### config.mk
export PLATFORM = sky130hd
export DESIGN_NAME = cdb_arbiter
export DESIGN_NICKNAME = d
export VERILOG_FILES = /design/src/rtl/cdb_arbiter.sv
export SDC_FILE = /design/constraint.sdc
export NUM_CORES = 1
export LEC_CHECK = 0
export BUFFER_PORTS_ARGS = -buffer_cell sky130_fd_sc_hd__buf_2
export CAP_MARGIN = 20
export CORE_UTILIZATION = 40
export DETAILED_ROUTE_END_ITERATION = 6
export GPL_TIMING_DRIVEN = 0
export HOLD_SLACK_MARGIN = 0.02
export SYNTH_ARGS = -nofsm -noshare
export SYNTH_HDL_FRONTEND = slang
export SYNTH_SLANG_ARGS = --single-unit
### constraint.sdc
create_clock -name clk_in -period 3.1 [get_ports clk_in]
set_input_delay 0.775 -clock clk_in [delete_from_list [all_inputs] [get_ports clk_in]]
set_output_delay 0.775 -clock clk_in [all_outputs]
set_load 0.01 [all_outputs]
### src/rtl/cdb_arbiter.sv
// cdb_arbiter: common-data-bus arbiter for the Tomasulo core.
// Each producer channel feeds a small circular FIFO; channels are drained
// round-robin onto one registered broadcast bus (tag = RoB id, data = result).
module cdb_arbiter #(
  parameter int NUM_SRC    = 2,
  parameter int DATA_W     = 32,
  parameter int TAG_W      = 5,
  parameter int FIFO_DEPTH = 4,
  localparam int SRC_W     = (NUM_SRC > 1) ? $clog2(NUM_SRC) : 1
) (
  input  logic                      clk_in,
  input  logic                      rst_in,
  input  logic                      rdy_in,
  input  logic                      rollback_in,
  input  logic [NUM_SRC-1:0]        src_valid_in,
  input  logic [NUM_SRC*TAG_W-1:0]  src_tag_in,
  input  logic [NUM_SRC*DATA_W-1:0] src_data_in,
  output logic [NUM_SRC-1:0]        src_full_out,
  output logic [NUM_SRC-1:0]        overflow_out,
  output logic                      cdb_valid_out,
  output logic [TAG_W-1:0]          cdb_tag_out,
  output logic [DATA_W-1:0]         cdb_data_out,
  output logic [SRC_W-1:0]          cdb_src_out
);

  localparam int PTR_W = $clog2(FIFO_DEPTH);
  localparam int CNT_W = PTR_W + 1;
  localparam logic [CNT_W-1:0] FULL_CNT = CNT_W'(FIFO_DEPTH);

  logic [TAG_W-1:0]   tag_mem  [NUM_SRC][FIFO_DEPTH];
  logic [DATA_W-1:0]  data_mem [NUM_SRC][FIFO_DEPTH];
  logic [PTR_W-1:0]   wr_ptr   [NUM_SRC];
  logic [PTR_W-1:0]   rd_ptr   [NUM_SRC];
  logic [CNT_W-1:0]   count    [NUM_SRC];
  logic [SRC_W-1:0]   last_grant;

  logic               active;
  logic               grant_vld_p0;
  logic [SRC_W-1:0]   grant_idx_p0;
  logic [TAG_W-1:0]   grant_tag_p0;
  logic [DATA_W-1:0]  grant_data_p0;
  logic [NUM_SRC-1:0] push;
  logic [NUM_SRC-1:0] pop;
  logic [NUM_SRC-1:0] drop;

  logic               cdb_vld_p1;
  logic [TAG_W-1:0]   cdb_tag_p1;
  logic [DATA_W-1:0]  cdb_data_p1;
  logic [SRC_W-1:0]   cdb_src_p1;

  // A rollback or a global stall suppresses every push and grant this cycle.
  assign active = rdy_in && !rollback_in;

  // Round-robin scan: first non-empty channel after the last granted one.
  always_comb begin
    grant_vld_p0 = 1'b0;
    grant_idx_p0 = '0;
    for (int k = 1; k <= NUM_SRC; k++) begin
      if (!grant_vld_p0 && (count[(int'(last_grant) + k) % NUM_SRC] != '0)) begin
        grant_vld_p0 = 1'b1;
        grant_idx_p0 = SRC_W'((int'(last_grant) + k) % NUM_SRC);
      end
    end
  end

  // Head of the granted channel's FIFO.
  assign grant_tag_p0  = tag_mem[grant_idx_p0][rd_ptr[grant_idx_p0]];
  assign grant_data_p0 = data_mem[grant_idx_p0][rd_ptr[grant_idx_p0]];

  // Per-channel push/pop/drop; a full FIFO still accepts if it pops this cycle.
  always_comb begin
    push         = '0;
    pop          = '0;
    drop         = '0;
    src_full_out = '0;
    for (int i = 0; i < NUM_SRC; i++) begin
      src_full_out[i] = (count[i] == FULL_CNT);
      pop[i]  = active && grant_vld_p0 && (int'(grant_idx_p0) == i);
      push[i] = active && src_valid_in[i] && ((count[i] != FULL_CNT) || pop[i]);
      drop[i] = active && src_valid_in[i] && (count[i] == FULL_CNT) && !pop[i];
    end
  end

  // FIFO pointers, occupancy and sticky overflow flags.
  always_ff @(posedge clk_in or negedge rst_in) begin
    if (!rst_in) begin
      for (int i = 0; i < NUM_SRC; i++) begin
        wr_ptr[i] <= '0;
        rd_ptr[i] <= '0;
        count[i]  <= '0;
      end
      overflow_out <= '0;
    end else if (rdy_in) begin
      if (rollback_in) begin
        for (int i = 0; i < NUM_SRC; i++) begin
          wr_ptr[i] <= '0;
          rd_ptr[i] <= '0;
          count[i]  <= '0;
        end
      end else begin
        for (int i = 0; i < NUM_SRC; i++) begin
          if (push[i]) wr_ptr[i] <= wr_ptr[i] + 1'b1;
          if (pop[i])  rd_ptr[i] <= rd_ptr[i] + 1'b1;
          if (push[i] && !pop[i])
            count[i] <= count[i] + 1'b1;
          else if (!push[i] && pop[i])
            count[i] <= count[i] - 1'b1;
          if (drop[i]) overflow_out[i] <= 1'b1;
        end
      end
    end
  end

  // FIFO storage; payload needs no reset since occupancy guards every read.
  always_ff @(posedge clk_in) begin
    for (int i = 0; i < NUM_SRC; i++) begin
      if (push[i]) begin
        tag_mem[i][wr_ptr[i]]  <= src_tag_in[i*TAG_W +: TAG_W];
        data_mem[i][wr_ptr[i]] <= src_data_in[i*DATA_W +: DATA_W];
      end
    end
  end

  // ---- p0 -> p1: granted head is registered onto the broadcast bus ----
  // Broadcast register and round-robin pointer; payload holds when idle.
  always_ff @(posedge clk_in or negedge rst_in) begin
    if (!rst_in) begin
      last_grant  <= SRC_W'(NUM_SRC - 1);
      cdb_vld_p1  <= 1'b0;
      cdb_tag_p1  <= '0;
      cdb_data_p1 <= '0;
      cdb_src_p1  <= '0;
    end else if (rdy_in) begin
      if (rollback_in) begin
        cdb_vld_p1 <= 1'b0;
      end else if (grant_vld_p0) begin
        last_grant  <= grant_idx_p0;
        cdb_vld_p1  <= 1'b1;
        cdb_tag_p1  <= grant_tag_p0;
        cdb_data_p1 <= grant_data_p0;
        cdb_src_p1  <= grant_idx_p0;
      end else begin
        cdb_vld_p1 <= 1'b0;
      end
    end
  end

  assign cdb_valid_out = cdb_vld_p1;
  assign cdb_tag_out   = cdb_tag_p1;
  assign cdb_data_out  = cdb_data_p1;
  assign cdb_src_out   = cdb_src_p1;

endmodule

==> results of run 1 <==
==> worst max-delay path: cells and delay by family (launching register included) <==
family	cells	cell delay [ns]
AND/OR/NAND/NOR	1	0.67
AO/OA/AOI/OAI	2	0.90
buffers and inverters	1	0.29
flip-flops	1	0.47
==> state kept, by name (all words and copies together), names as in the netlist <==
name           flops
wr_ptr             4
count              6
last_grant         1
cdb_src_out        1
overflow_out       2
cdb_valid_out      1
cdb_tag_out        5
cdb_data_out      32
tag_mem           40
data_mem         256
rd_ptr             4
==> cell usage in the layout, fill, tap and decap left out, drive strengths merged, types with 2 or more instances in the layout <==
master / synthesis / routed
inv: 15 / 16
mux2i: 75 / 75
nand3: 42 / 42
clkinv: 0 / 7
or3: 2 / 2
nor3: 6 / 6
o211ai: 78 / 78
o22ai: 3 / 3
fa: 2 / 2
mux2: 75 / 75
edfxtp: 296 / 296
ha: 8 / 8
dfrtp: 55 / 55
o21a: 3 / 3
and2: 9 / 9
o21ai: 10 / 10
a22o: 2 / 2
bufinv: 0 / 4
clkbuf: 19 / 76
a31oi: 2 / 2
a21oi: 10 / 10
nand2: 122 / 122
buf: 32 / 162
diode: 0 / 3
nor2: 8 / 8
o2bb2ai: 3 / 3
and3: 2 / 2
nor2b: 2 / 2
==> worst min path at each step <==
stage,from,end,slack [ns]
finish,rst_in,overflow_out[1],0.21
global route,rst_in,overflow_out[1],0.23
CTS,rst_in,overflow_out[1],0.23
detailed placement,overflow_out[1],overflow_out[1],0.46
global placement,overflow_out[1],overflow_out[1],0.45
floorplan,rst_in,cdb_data_out[0],0.48
==> synthesized netlist by cell type, drive strengths merged, types with 2 or more instances <==
| cell | n |
|---|---|
| a21oi | 10 |
| a22o | 2 |
| a31oi | 2 |
| and2 | 9 |
| and3 | 2 |
| buf | 32 |
| clkbuf | 19 |
| dfrtp | 55 |
| edfxtp | 296 |
| fa | 2 |
| ha | 8 |
| inv | 15 |
| mux2 | 75 |
| mux2i | 75 |
| nand2 | 122 |
| nand3 | 42 |
| nor2 | 8 |
| nor2b | 2 |
| nor3 | 6 |
| o211ai | 78 |
| o21a | 3 |
| o21ai | 10 |
| o22ai | 3 |
| o2bb2ai | 3 |
| or3 | 2 |
==> layout make-up <==
| class | count | area (µm²) |
|---|---|---|
| multi-input cells | 481 | 3630 |
| clock buffers | 57 | 1050 |
| repair buffers | 130 | 788 |
| inverters | 15 | 56.3 |
| clock inverters | 12 | 160 |
| flip-flops and latches | 352 | 10300 |
| diodes | 3 | 7.51 |
| plain buffers | 51 | 288 |
| well taps | 455 | 569 |
| fillers | 2990 | 18000 |
==> stage by stage <==
step	std cells	utilization	area, µm²	power (mW)
after global routing	1554	0.484	16800	15.6
after floorplan	899	-	14300	8.91
after detailed placement	1484	0.449	15600	10.6
after global placement	1475	0.443	15400	10.5
after CTS	1553	0.484	16800	15.0
final	1556	0.484	16800	14.9
==> cells by family after synthesis <==
| group | share of synthesized area |
|---|---|
| compound gates | 0.0675 |
| mux | 0.112 |
| simple gates | 0.0642 |
| fa+ha+maj | 0.00983 |
| flops | 0.722 |
| xor+xnor | 0.000614 |
| buf+inv | 0.0241 |
==> power by group through the flow <==
stage / Sequential [mW] / Clock, mW / Combinational [mW]
2_1_floorplan: 6.03 / 0 / 2.88
3_3_place_gp: 6.00 / 0 / 4.55
3_5_place_dp: 6.00 / 0 / 4.62
4_1_cts: 5.91 / 4.49 / 4.62
5_1_grt: 5.96 / 4.66 / 4.98
6_report: 5.91 / 4.41 / 4.57
==> metal layers <==
metal	wire length (µm)	up-vias	GRT usage	part of all wire
li1	-	3773	-	-
met1	15200	4063	0.259	0.44
met2	17000	206	0.329	0.49
met3	1790	56	0.0375	0.052
met4	494	6	0.0415	0.014
met5	39	-	0	0.0011
==> flow_summary_export.csv, run 1 <==
group,metric,value,unit
setup_path,rrSetupSlack,0.46,ns
synthesis,syn_area_per_cell,15.9,µm²
clock_network,clkTransAtPathRegs,0.06,ns
detailed_routing,wl_per_cell,22.1,µm
synthesis,synth_top_area_share,0.623,
place,place_congestion,0.793,
clock_network,cts_tree,"done",
clock_network,clkLatencyLatePin,0.51,ns
die,boundaryPins,123,
die,die_area,0.0364,mm²
setup_path,critPathRequiredTime,3.30,ns
synthesis,netlist_instances,899,
clock_network,cts_made_buffers,38,
layout,drive_gt1_frac,0.287,
clock_network,cts_buffer_depth,3,
place,place_ws,0.0124,ns
sta,setup_viol,0,
sta,rsz0062_at_grt,"false",
setup_path,crit_path_end,"data_mem[1][91]",
detailed_routing,vias,8104,
synthesis,syn_nets,989,
setup_path,crit_chain,"o31a_1 -> a21oi_1 -> and2_2 -> buf_12",
synthesis,synth_edf_count,296,
synthesis,ys_seq_elements,352,
synthesis,ys_dominant_reg_cell,"edfxtp_1",
sta,slew_viol_final,0,
sta,period_share,0.850,
sta,finClkSkew,0.0184,ns
clock_network,post_cts_buffers,0,
job,maxCapViolCount,0,
pwr,switching_share,0.332,
pwr,p_switching,4.95,mW
synthesis,async_flop_share,0.159,
global_routing,grt_pass1_vias,8196,
die,rows,68,
global_routing,grt_pass1_wl,51.5,mm
clock_network,cts_root_buffer,"clkbuf_16",
clock_network,clock_sinks,352,
die,die_y,191,µm
synthesis,synth_cell_type_count,55,
die,initial_core_util,0.410,
global_routing,antenna_found_initial,6,
clock_network,ctsHoldBuffers,0,
setup_path,cp_slowest_cell,"and2_2",
place,dp_hpwl,22.0,mm
sta,fmax,0.379,GHz
detailed_routing,ant_nets,0,
setup_path,cp_slowest_stage_delay,0.67,ns
sta,setup_ws,0.464,ns
layout,syn2layout_area_growth,18.2,%
sta,post-route-min-period,2.64,ns
sta,max-slew-margin-rel,0.336,
detailed_routing,vias_per_cell,5.21,
detailed_routing,first_pass_iters,5,
detailed_routing,drtIter0Drc,486,
setup_path,start_kind,"flip-flop",
pwr,power_frac_clock,0.296,
global_routing,grt_max_degree,30,
die,core,0.0348,mm²
pwr,power_leakage,6.11,nW
setup_path,r2r_cells,4,
clock_network,htree_levels,2,
synthesis,ys_seq_area_frac,0.722,
clock_network,cts.repair.resized,0,
place,port_buffers,121,
pwr,pwr-share-comb,0.307,
global_routing,grt_overflow,0,
sta,worst_slew_pin_slew,0.997,ns
pwr,seqPwrFrac,0.397,
synthesis,synth_area,0.0143,mm²
layout,fin_nets,1159,
sta,hold_viol_final,0,
run_status,status,"finished, final reports clean",
worst_hold_path,hold_path_class,"in -> async",
synthesis,yosys.area.top_type,"edfxtp_1",
detailed_routing,drc,0,
die,die_w,191,µm
sta,finalSetupTns,0,ns
sta,whs,0.214,ns
setup_path,r2r_start,"count[4]",
pwr,power_density,884,mW/mm²
pwr,intPower,9.94,mW
setup_path,arrival,2.83,ns
global_routing,grt_usage,0.194,
setup_path,crit_start,"count[4]",
detailed_routing,drt-total-wl,34.4,mm
setup_path,critPathCaptureType,"flip-flop",
pwr,ir_drop,449,µV
setup_path,critPathMaxFanout,20,
synthesis,synth_area_leaders,"edfxtp_1, dfrtp_1, mux2_2",
setup_path,r2r-end,"data_mem[1][91]",
synthesis,ys_warn_count,0,
setup_path,critPathKind,"reg -> reg",
No activity file was read; power rests on OpenSTA's default activity.
==> run 2, diff against run 1 <==
- CTS_CLUSTER_SIZE: default -> 16
- PLACE_DENSITY_LB_ADDON: default -> 0.1
- SETUP_SLACK_MARGIN: default -> 0.5
==> flow_summary_export.csv, run 2 (synthesis gave the netlist of run 1 again) <==
group,metric,value,unit
die,rows,68,
sta,worst_slew_pin_slew,1.07,ns
setup_path,crit_family,"flip-flops",
die,die_y,191,µm
detailed_routing,ant_nets,0,
pwr,power,15.2,mW
global_routing,grt_pass1_wl,53.8,mm
clock_network,cts_buffer_depth,3,
layout,layout_common_cells,"edfxtp_1, buf_2, nand2_1",
sta,hold_viol_final,0,
global_routing,grt_overflow,0,
layout,syn2layout_area_growth,18.9,%
setup_path,arrival,1.68,ns
pwr,power_density,899,mW/mm²
detailed_routing,drtIter0Drc,486,
detailed_routing,vias_per_cell,5.23,
die,initial_core_util,0.410,
layout,n_fill_cell,3056,
sta,rsz0062_at_grt,"false",
sta,fmax,0.408,GHz
detailed_routing,vias,8137,
setup_path,cp_slowest_stage_delay,0.50,ns
die,core,0.0348,mm²
place,dp_hpwl,22.8,mm
clock_network,htree_levels,2,
place,place_congestion,0.822,
clock_network,clkTransAtPathRegs,0.06,ns
clock_network,cts_tree,"done",
die,die_w,191,µm
clock_network,clock_sinks,352,
setup_path,cp_num_buf_inv,2,
global_routing,grt_usage,0.204,
detailed_routing,drc,0,
pwr,power_leakage,6.17,nW
detailed_routing,first_pass_iters,5,
die,die_area,0.0364,mm²
die,boundaryPins,123,
sta,setup_viol,0,
sta,max-slew-margin-rel,0.289,
sta,slew_viol_final,0,
setup_path,critPathRequiredTime,2.32,ns
sta,whs,0.154,ns
detailed_routing,drt-total-wl,36.0,mm
run_status,status,"finished, final reports clean",
layout,fin_nets,1160,
detailed_routing,wl_per_cell,23.1,µm
global_routing,grt_max_degree,39,
place,port_buffers,121,
layout,final_common_cell,"edfxtp_1",
clock_network,ctsHoldBuffers,0,
clock_network,cts_made_buffers,39,
job,maxCapViolCount,0,
pwr,ir_drop,561,µV
setup_path,start_kind,"flip-flop",
clock_network,clkLatencyLatePin,0.52,ns
setup_path,critPathCaptureType,"output port",
setup_path,critPathKind,"reg -> out",
clock_network,cts_root_buffer,"clkbuf_16",
layout,drive_gt1_frac,0.293,
setup_path,critPathMaxFanout,7,
global_routing,antenna_found_initial,4,
sta,period_share,0.791,
setup_path,cp_slowest_cell,"dfrtp_1",
worst_hold_path,hold_path_class,"in -> async",
sta,finClkSkew,0.0110,ns
sta,post-route-min-period,2.45,ns
global_routing,grt_pass1_vias,8463,
layout,fin_util,0.487,
setup_path,crit_chain,"or3b_1 -> inv_1 -> buf_2",
layout,largest_register_ffs,256,
-- run 2: changes by cell type in the layout (fill, tap and decap cells not counted), moves of 2 or more --
cell | previous run | this run
clkbuf_16 | 39 | 41
and2_2 | 8 | 5
clkbuf_1 | 35 | 29
clkbuf_8 | 1 | 3
and2_4 | 0 | 3
-- run 2: power breakdown --
| group | internal, mW | switching, mW |
|---|---|---|
| clock | 2.91 | 1.81 |
| combinational | 1.66 | 2.96 |
| sequential | 5.60 | 0.299 |
-- run 2: path summary, 6_finish.rpt --
check                           slack [ns]  cells past startpoint              from                to
worst min register to register        0.47                      2  cdb_data_out[23]  cdb_data_out[23]
worst max register to register        0.68                      4          count[4]   data_mem[1][48]
min in group clk_in                   0.47                      2  cdb_data_out[23]  cdb_data_out[23]
max in group asynchronous             2.36                      2            rst_in        last_grant
worst max-delay path                  0.65                      3          count[5]   src_full_out[0]
worst min-delay path                  0.15                      1            rst_in   cdb_data_out[2]
-- run 2: what timing repair did --
item | in CTS | in global routing
pin swaps | 0 | 0
resized for setup | 1 | 3
endpoints found under the setup margin | 73 | 73
buffers inserted | 0 | 0
-- run 2: cell type report --
type	instances	area, µm²	share of cell area
sequential	352	10300	0.607
multi-input combinational	481	3640	0.215
antenna	2	5.00	0.000295
tap	455	569	0.0336
timing repair buffer	130	796	0.0469
inverter	15	56.3	0.00332
clock inverter	15	199	0.0117
clock buffer	55	1110	0.0654
buffer	51	288	0.0170
-- run 2: worst register-to-register path: stages, from the launching register on --
cell and delay, ns:
dfrtp_1 0.46, o31a_1 0.44, a21oi_2 0.39, and2_2 0.53, buf_12 0.28
-- run 2: routing by layer --
layer,global-route usage,part of all wire,up-vias
li1,-,-,3766
met1,0.272,0.44,4109
met2,0.342,0.49,197
met3,0.0350,0.050,61
met4,0.0551,0.022,4
met5,0,0.00067,-
-- run 2: metrics by stage --
step / setup WS, ns / instance area (µm²) / TNS (ns) / std cells
floorplan: 0.719 / 14300 / 0 / 899
global placement: -0.300 / 15400 / -40.98 / 1475
detailed placement: 0.0248 / 15600 / 0 / 1484
CTS: 0.465 / 16900 / 0 / 1554
global route: 0.552 / 16900 / 0 / 1554
finish: 0.647 / 17000 / 0 / 1556
